$ cat src/rtl/alu_pkg.sv
// Shared definitions for the ALU scheduler slice.
//   - ALU op-code encodings (3 bits)
//   - scheduler state encoding (IDLE / EXEC / RESP, 2 bits)
//   - is_illegal_op(): true for the two unused op codes
package alu_pkg;

    localparam logic [2:0] OP_ADD = 3'b000;
    localparam logic [2:0] OP_SUB = 3'b001;
    localparam logic [2:0] OP_AND = 3'b010;
    localparam logic [2:0] OP_OR  = 3'b011;
    localparam logic [2:0] OP_MUL = 3'b100;
    localparam logic [2:0] OP_SLL = 3'b101;

    typedef enum logic [1:0] {
        IDLE = 2'd0,
        EXEC = 2'd1,
        RESP = 2'd2
    } state_t;

    function automatic logic is_illegal_op(input logic [2:0] op);
        return (op == 3'b110) || (op == 3'b111);
    endfunction

endpackage

$ cat src/rtl/alu_scheduler_if.sv
// Request/response bundle between the issue logic and the ALU scheduler.
//   req0*/req1*  : valid/ready request channels with op code and operands
//   rsp*         : single valid/ready response channel tagged with rspId
//   busy         : scheduler is not idle
// master = issue/consumer side, slave = scheduler side.
interface alu_scheduler_if #(
    parameter int WIDTH = 32
);
    logic             req0Valid;
    logic             req0Ready;
    logic [2:0]       req0Op;
    logic [WIDTH-1:0] req0A;
    logic [WIDTH-1:0] req0B;

    logic             req1Valid;
    logic             req1Ready;
    logic [2:0]       req1Op;
    logic [WIDTH-1:0] req1A;
    logic [WIDTH-1:0] req1B;

    logic             rspValid;
    logic             rspReady;
    logic             rspId;
    logic [WIDTH-1:0] rspResult;
    logic             rspZero;

    logic             busy;

    modport master (
        output req0Valid, req0Op, req0A, req0B,
        input  req0Ready,
        output req1Valid, req1Op, req1A, req1B,
        input  req1Ready,
        input  rspValid, rspId, rspResult, rspZero, busy,
        output rspReady
    );

    modport slave (
        input  req0Valid, req0Op, req0A, req0B,
        output req0Ready,
        input  req1Valid, req1Op, req1A, req1B,
        output req1Ready,
        output rspValid, rspId, rspResult, rspZero, busy,
        input  rspReady
    );

endinterface

$ cat src/rtl/alu.sv
// Combinational integer ALU datapath.
//   op     : op code (see alu_pkg)
//   a, b   : operands
//   result : truncated to WIDTH bits; unused op codes give 0
module alu
    import alu_pkg::*;
#(
    parameter int WIDTH = 32
) (
    input  logic [2:0]       op,
    input  logic [WIDTH-1:0] a,
    input  logic [WIDTH-1:0] b,
    output logic [WIDTH-1:0] result
);

    always_comb begin
        result = '0;
        case (op)
            OP_ADD:  result = a + b;
            OP_SUB:  result = a - b;
            OP_AND:  result = a & b;
            OP_OR:   result = a | b;
            OP_MUL:  result = a * b;   // low WIDTH bits of the product
            // The whole of b is the shift amount; a shift of WIDTH or more
            // moves every bit out and yields 0.
            OP_SLL:  result = a << b;
            default: result = '0;
        endcase
    end

endmodule

$ cat src/rtl/alu_scheduler.sv
// Round-robin scheduler sharing one ALU between two requesters.
//   clk, rst_n : clock and asynchronous active-low reset
//   bus        : request channels 0/1, tagged response channel, busy
// An accepted op is latched, the ALU is held for L cycles (MUL_CYCLES for
// MUL, else 1), then the result is registered and held until rspReady.
module alu_scheduler
    import alu_pkg::*;
#(
    parameter int MUL_CYCLES = 3,
    parameter int WIDTH      = 32
) (
    input  logic            clk,
    input  logic            rst_n,
    alu_scheduler_if.slave  bus
);

    localparam int            CW       = $clog2(MUL_CYCLES + 1);
    localparam logic [CW-1:0] MUL_LOAD = CW'(MUL_CYCLES - 1);

    state_t           state_reg, state_next;
    logic             last_grant_reg, last_grant_next;
    logic [CW-1:0]    counter_reg, counter_next;
    logic [2:0]       op_reg, op_next;
    logic [WIDTH-1:0] a_reg, a_next;
    logic [WIDTH-1:0] b_reg, b_next;
    logic             id_reg, id_next;
    logic             rsp_valid_reg, rsp_valid_next;
    logic             rsp_id_reg, rsp_id_next;
    logic [WIDTH-1:0] rsp_result_reg, rsp_result_next;
    logic             rsp_zero_reg, rsp_zero_next;

    logic             grant_id;
    logic             idle_active;
    logic             accept;
    logic [2:0]       sel_op;
    logic [WIDTH-1:0] alu_result;
    logic [WIDTH-1:0] masked_result;

    // With both valid the port that did not win last time goes; otherwise
    // whichever port is valid (port 1 only if it alone is valid).
    assign grant_id = (bus.req0Valid && bus.req1Valid) ? ~last_grant_reg : bus.req1Valid;

    // rst_n gates the readys so nothing is offered while reset is held.
    assign idle_active   = (state_reg == IDLE) && rst_n;
    assign bus.req0Ready = idle_active && bus.req0Valid && !grant_id;
    assign bus.req1Ready = idle_active && bus.req1Valid &&  grant_id;
    assign accept        = bus.req0Ready || bus.req1Ready;
    assign sel_op        = grant_id ? bus.req1Op : bus.req0Op;

    // ALU only ever sees latched operands.
    alu #(.WIDTH(WIDTH)) u_alu (
        .op     (op_reg),
        .a      (a_reg),
        .b      (b_reg),
        .result (alu_result)
    );

    assign masked_result = is_illegal_op(op_reg) ? '0 : alu_result;

    always_comb begin
        state_next      = state_reg;
        last_grant_next = last_grant_reg;
        counter_next    = counter_reg;
        op_next         = op_reg;
        a_next          = a_reg;
        b_next          = b_reg;
        id_next         = id_reg;
        rsp_valid_next  = rsp_valid_reg;
        rsp_id_next     = rsp_id_reg;
        rsp_result_next = rsp_result_reg;
        rsp_zero_next   = rsp_zero_reg;

        case (state_reg)
            IDLE: begin
                if (accept) begin
                    op_next         = sel_op;
                    a_next          = grant_id ? bus.req1A : bus.req0A;
                    b_next          = grant_id ? bus.req1B : bus.req0B;
                    id_next         = grant_id;
                    last_grant_next = grant_id;
                    counter_next    = (sel_op == OP_MUL) ? MUL_LOAD : '0;
                    state_next      = EXEC;
                end
            end
            EXEC: begin
                if (counter_reg == '0) begin
                    rsp_valid_next  = 1'b1;
                    rsp_id_next     = id_reg;
                    rsp_result_next = masked_result;
                    rsp_zero_next   = (masked_result == '0);
                    state_next      = RESP;
                end else begin
                    counter_next = counter_reg - CW'(1);
                end
            end
            RESP: begin
                if (bus.rspReady) begin
                    rsp_valid_next = 1'b0;
                    state_next     = IDLE;
                end
            end
            default: state_next = IDLE;
        endcase
    end

    always_ff @(posedge clk or negedge rst_n) begin
        if (!rst_n) begin
            state_reg      <= IDLE;
            last_grant_reg <= 1'b1;   // port 0 wins the first tie
            counter_reg    <= '0;
            op_reg         <= '0;
            a_reg          <= '0;
            b_reg          <= '0;
            id_reg         <= 1'b0;
            rsp_valid_reg  <= 1'b0;
            rsp_id_reg     <= 1'b0;
            rsp_result_reg <= '0;
            rsp_zero_reg   <= 1'b0;
        end else begin
            state_reg      <= state_next;
            last_grant_reg <= last_grant_next;
            counter_reg    <= counter_next;
            op_reg         <= op_next;
            a_reg          <= a_next;
            b_reg          <= b_next;
            id_reg         <= id_next;
            rsp_valid_reg  <= rsp_valid_next;
            rsp_id_reg     <= rsp_id_next;
            rsp_result_reg <= rsp_result_next;
            rsp_zero_reg   <= rsp_zero_next;
        end
    end

    assign bus.rspValid  = rsp_valid_reg;
    assign bus.rspId     = rsp_id_reg;
    assign bus.rspResult = rsp_result_reg;
    assign bus.rspZero   = rsp_zero_reg;
    assign bus.busy      = (state_reg != IDLE);

endmodule

$ cat src/flat_wrapper.sv
// flat-port wrapper written by rule: the top's interface ports become plain ports
module alu_scheduler_flat import alu_pkg::*;
#(
    parameter int MUL_CYCLES = 3,
    parameter int WIDTH      = 32
)
  (clk, rst_n, bus_req0Valid, bus_req0Op, bus_req0A, bus_req0B, bus_req0Ready, bus_req1Valid, bus_req1Op, bus_req1A, bus_req1B, bus_req1Ready, bus_rspValid, bus_rspId, bus_rspResult, bus_rspZero, bus_busy, bus_rspReady);
  alu_scheduler_if #(.WIDTH(WIDTH)) bus_i ();
  input  logic clk;
  input  logic rst_n;
  input wire logic [$bits(bus_i.req0Valid)-1:0] bus_req0Valid;
  input wire logic [$bits(bus_i.req0Op)-1:0] bus_req0Op;
  input wire logic [$bits(bus_i.req0A)-1:0] bus_req0A;
  input wire logic [$bits(bus_i.req0B)-1:0] bus_req0B;
  output wire logic [$bits(bus_i.req0Ready)-1:0] bus_req0Ready;
  input wire logic [$bits(bus_i.req1Valid)-1:0] bus_req1Valid;
  input wire logic [$bits(bus_i.req1Op)-1:0] bus_req1Op;
  input wire logic [$bits(bus_i.req1A)-1:0] bus_req1A;
  input wire logic [$bits(bus_i.req1B)-1:0] bus_req1B;
  output wire logic [$bits(bus_i.req1Ready)-1:0] bus_req1Ready;
  output wire logic [$bits(bus_i.rspValid)-1:0] bus_rspValid;
  output wire logic [$bits(bus_i.rspId)-1:0] bus_rspId;
  output wire logic [$bits(bus_i.rspResult)-1:0] bus_rspResult;
  output wire logic [$bits(bus_i.rspZero)-1:0] bus_rspZero;
  output wire logic [$bits(bus_i.busy)-1:0] bus_busy;
  input wire logic [$bits(bus_i.rspReady)-1:0] bus_rspReady;
  assign bus_i.req0Valid = bus_req0Valid;
  assign bus_i.req0Op = bus_req0Op;
  assign bus_i.req0A = bus_req0A;
  assign bus_i.req0B = bus_req0B;
  assign bus_req0Ready = bus_i.req0Ready;
  assign bus_i.req1Valid = bus_req1Valid;
  assign bus_i.req1Op = bus_req1Op;
  assign bus_i.req1A = bus_req1A;
  assign bus_i.req1B = bus_req1B;
  assign bus_req1Ready = bus_i.req1Ready;
  assign bus_rspValid = bus_i.rspValid;
  assign bus_rspId = bus_i.rspId;
  assign bus_rspResult = bus_i.rspResult;
  assign bus_rspZero = bus_i.rspZero;
  assign bus_busy = bus_i.busy;
  assign bus_i.rspReady = bus_rspReady;
  alu_scheduler #(.MUL_CYCLES(MUL_CYCLES), .WIDTH(WIDTH)) u_core (.clk(clk), .rst_n(rst_n), .bus(bus_i));
endmodule
$ cat config.mk
export PLATFORM = sky130hd
export DESIGN_NAME = alu_scheduler_flat
export DESIGN_NICKNAME = d
export VERILOG_FILES = /design/src/rtl/alu_pkg.sv /design/src/rtl/alu_scheduler_if.sv /design/src/rtl/alu.sv /design/src/rtl/alu_scheduler.sv /design/src/flat_wrapper.sv
export SDC_FILE = /design/constraint.sdc
export NUM_CORES = 2
export LEC_CHECK = 0
export ABC_AREA = 1
export BUFFER_PORTS_ARGS = -buffer_cell sky130_fd_sc_hd__buf_2
export CAP_MARGIN = 20
export CORE_MARGIN = 1
export CORE_UTILIZATION = 35
export DETAILED_ROUTE_END_ITERATION = 6
export PLACE_DENSITY = 0.55
export SKIP_LAST_GASP = 1
export SLEW_MARGIN = 5
export SYNTH_ARGS = -nofsm -noshare
export SYNTH_HDL_FRONTEND = slang
export SYNTH_SLANG_ARGS = --single-unit
$ cat constraint.sdc
create_clock -name clk -period 22.9 [get_ports clk]
set_input_delay 1.145 -clock clk [delete_from_list [all_inputs] [get_ports clk]]
set_output_delay 1.145 -clock clk [all_outputs]
set_load 0.02 [all_outputs]
==> flow_summary_export.csv <==
group,metric,value,unit
outcome,status,"complete, no violations",
route,drc,0,
route,drt-wirelength-per-cell,19.89,µm
clock_network,cts_resized,0,
timing,slew-limit-headroom,24.29,%
global_routing,grt_max_degree,91,
die,core_area,77470,µm²
die,pin_count,177,
place,place_area,29210,µm²
finish,layout-drive-gt1-share,7.758,%
logic_synthesis,synth-seq-area-share,9.860,%
logic_synthesis,synth_seq_cells,108,
min_path,holdCritPathClass,"flip-flop to flip-flop",
route,dr.first_iter.drc_count,2239,
timing,period_share,35.55,%
logic_synthesis,synth_top_area_share,29.86,%
global_routing,grt_pass1_vias,26250,
clock_network,cts.path.max_buffers,2,
timing,rsz0062_at_grt,"false",
worst_setup_path,end_kind,"flip-flop",
timing,min_period,8.140,ns
finish,final_common_cell,"nand2_1",
timing,tightest_slew,1.136,ns
route,drtPass1Iterations,6,
logic_synthesis,synthTopCellsByArea,"fa_1 30%, nand2_1 17%, inv_1 13%, dfrtp_1 9.8%, ha_1 7.2%",
die,die_y,281.9,µm
logic_synthesis,yosys_most_used_dff,"dfrtp_1",
logic_synthesis,syn_area,27420,µm²
finish,nNetsFinal,4826,
worst_setup_path,crit_fanout,21,
place,place_congestion,1.016,
clock_network,insertion_delay,0.39,ns
finish,design_area,29530,µm²
place,dp_hpwl,80890,µm
timing,hold_ws,0.4699,ns
worst_setup_path,cp_common_cell,"fa_1",
timing,setup_viol,0,
timing,slew_violations,0,
logic_synthesis,synth_nets,4782,
global_routing,track_usage,26.57,%
logic_synthesis,ys_types,55,
route,antenna_left,0,
clock_network,cts.sinks,108,
finish,num-fill-cells,8479,
clock_network,htreeDepth,3,
logic_synthesis,yosysWarnings,0,
clock_network,path_clk_slew,0.10,ns
worst_setup_path,crit_slowest_cell,"dfrtp_1",
place,portBuffers,176,
clock_network,cts_made_buffers,9,
worst_setup_path,max_stage_delay,1.09,ns
die,design.die.area,79470,µm²
logic_synthesis,ys_async_sr_fraction,100.0,%
global_routing,grt_pass1_wl,158800,µm
clock_network,root_buffer,"clkbuf_16",
global_routing,antenna_found_initial,1,
logic_synthesis,syn_inst,4076,
die,initial_core_util,35.40,%
finish,antenna_cells,0,
worst_setup_path,cp-start-kind,"flip-flop",
route,vias_per_cell,5.064,
die,fp-row-count,102,
worst_setup_path,worstSetupPathType,"flip-flop to flip-flop",
finish,syn_to_final_growth,7.698,%
logic_synthesis,syn_avg_cell_area,6.728,µm²
job,cap_violations,0,
worst_setup_path,critical_path_arrival,8.48,ns
finish,final_cell_mix,"1,273 x nand2_1, 922 x inv_1, 409 x fa_1",
die,fp.dieW,281.9,µm
clock_network,cts_tree,"yes",
timing,finalSetupTns,0,ns
timing,fmax,0.1228,GHz
timing,clock_skew,0.01965,ns
logic_synthesis,yosysTopAreaCell,"fa_1",
worst_setup_path,crit_required,23.24,ns
clock_network,cts_hold_buf,0,
route,vias,26150,
timing,hold_violations,0,
route,wl,102700,µm
logic_synthesis,synth_edf_count,0,
global_routing,grt-ovfl-total,0,
clock_network,post-cts-setup-buffer-count,0,
layer usage:
metal | vias up | share of wire, % | GRT usage (%)
li1 | 12250 | - | -
met5 | - | 0 | 0
met1 | 12740 | 42 | 35.25
met3 | 167 | 6.4 | 2.693
met2 | 997 | 47 | 44.38
met4 | 0 | 4.4 | 10.33
final timing paths:
path	startpoint	to	slack, ns	cells after the start
hold reg to reg	u_core.last_grant_reg$_DFFE_PN1P_	u_core.last_grant_reg$_DFFE_PN1P_	0.47	2
setup reg to reg	u_core.a_reg[15]$_DFFE_PN0P_	u_core.bus.rspZero$_DFFE_PN0P_	14.76	30
min in group asynchronous	rst_n	u_core.bus.rspId$_DFFE_PN0P_	0.73	1
setup / recovery	u_core.a_reg[15]$_DFFE_PN0P_	u_core.bus.rspZero$_DFFE_PN0P_	14.76	30
max in group asynchronous	rst_n	u_core.b_reg[1]$_DFFE_PN0P_	20.73	2
hold / removal	u_core.last_grant_reg$_DFFE_PN1P_	u_core.last_grant_reg$_DFFE_PN1P_	0.47	2
logic make-up after synthesis:
kind of cell             count (synthesis)  synth area share, %
multiplexers                             2              0.07301
buffers and inverters                 1138                16.02
flip-flops                             108                9.860
AO/OA/AOI/OAI                          402                8.446
AND/OR/NAND/NOR                       1805                26.80
XOR/XNOR                                53                1.693
adder cells (fa/ha/maj)                568                37.11
cell usage after synthesis, types with 3 or more instances:
library cell  number
nand2_1         1275
inv_1            923
fa_1             409
nor2_1           229
nand3_1          185
ha_1             158
o21ai_0          127
clkbuf_1         111
a21oi_1          110
dfrtp_1          107
a31oi_1           78
buf_1             54
nand4_1           43
xor2_1            40
buf_2             28
nor3_1            18
o211ai_1          16
o21ai_1           16
o21a_1            13
xnor2_1           13
or2_2             11
buf_4              9
nor2_2             9
nand2_2            8
buf_6              7
nand3b_1           7
a21o_1             6
inv_2              6
nor2_4             6
o2111ai_1          6
o21bai_1           6
or2_0              5
o31ai_1            4
o21ai_2            3
final cells by class:
type	count	area [µm²]	share of cell area (%)
tap	1040	1301	4.406
clock inverter	7	88.84	0.3008
multi-input combinational	2830	20340	68.87
inverter	929	3487	11.81
clock buffer	9	225.2	0.7626
sequential	108	2708	9.168
timing repair buffer	242	1383	4.682
critical path: cells and delay by family, from the launching register on:
family | cells | cell delay, ns
and+or+nand+nor | 14 | 2.24
buffers and inverters | 6 | 0.45
adders and majority gates | 9 | 4.17
AOI/OAI and AO/OA | 1 | 0.14
DFF | 1 | 1.09
metrics by stage:
step                utilization (%)  setup slack (ns)  cells
floorplan                         -             15.53   4076
global placement              37.70             14.85   5148
detailed placement            37.70             14.84   5148
CTS                           38.11             14.81   5164
global route                  38.12             14.45   5165
finish                        38.12             14.76   5165
Power is not shown: default switching activity piles up to over one toggle a cycle in this logic, so the estimate is an artifact.
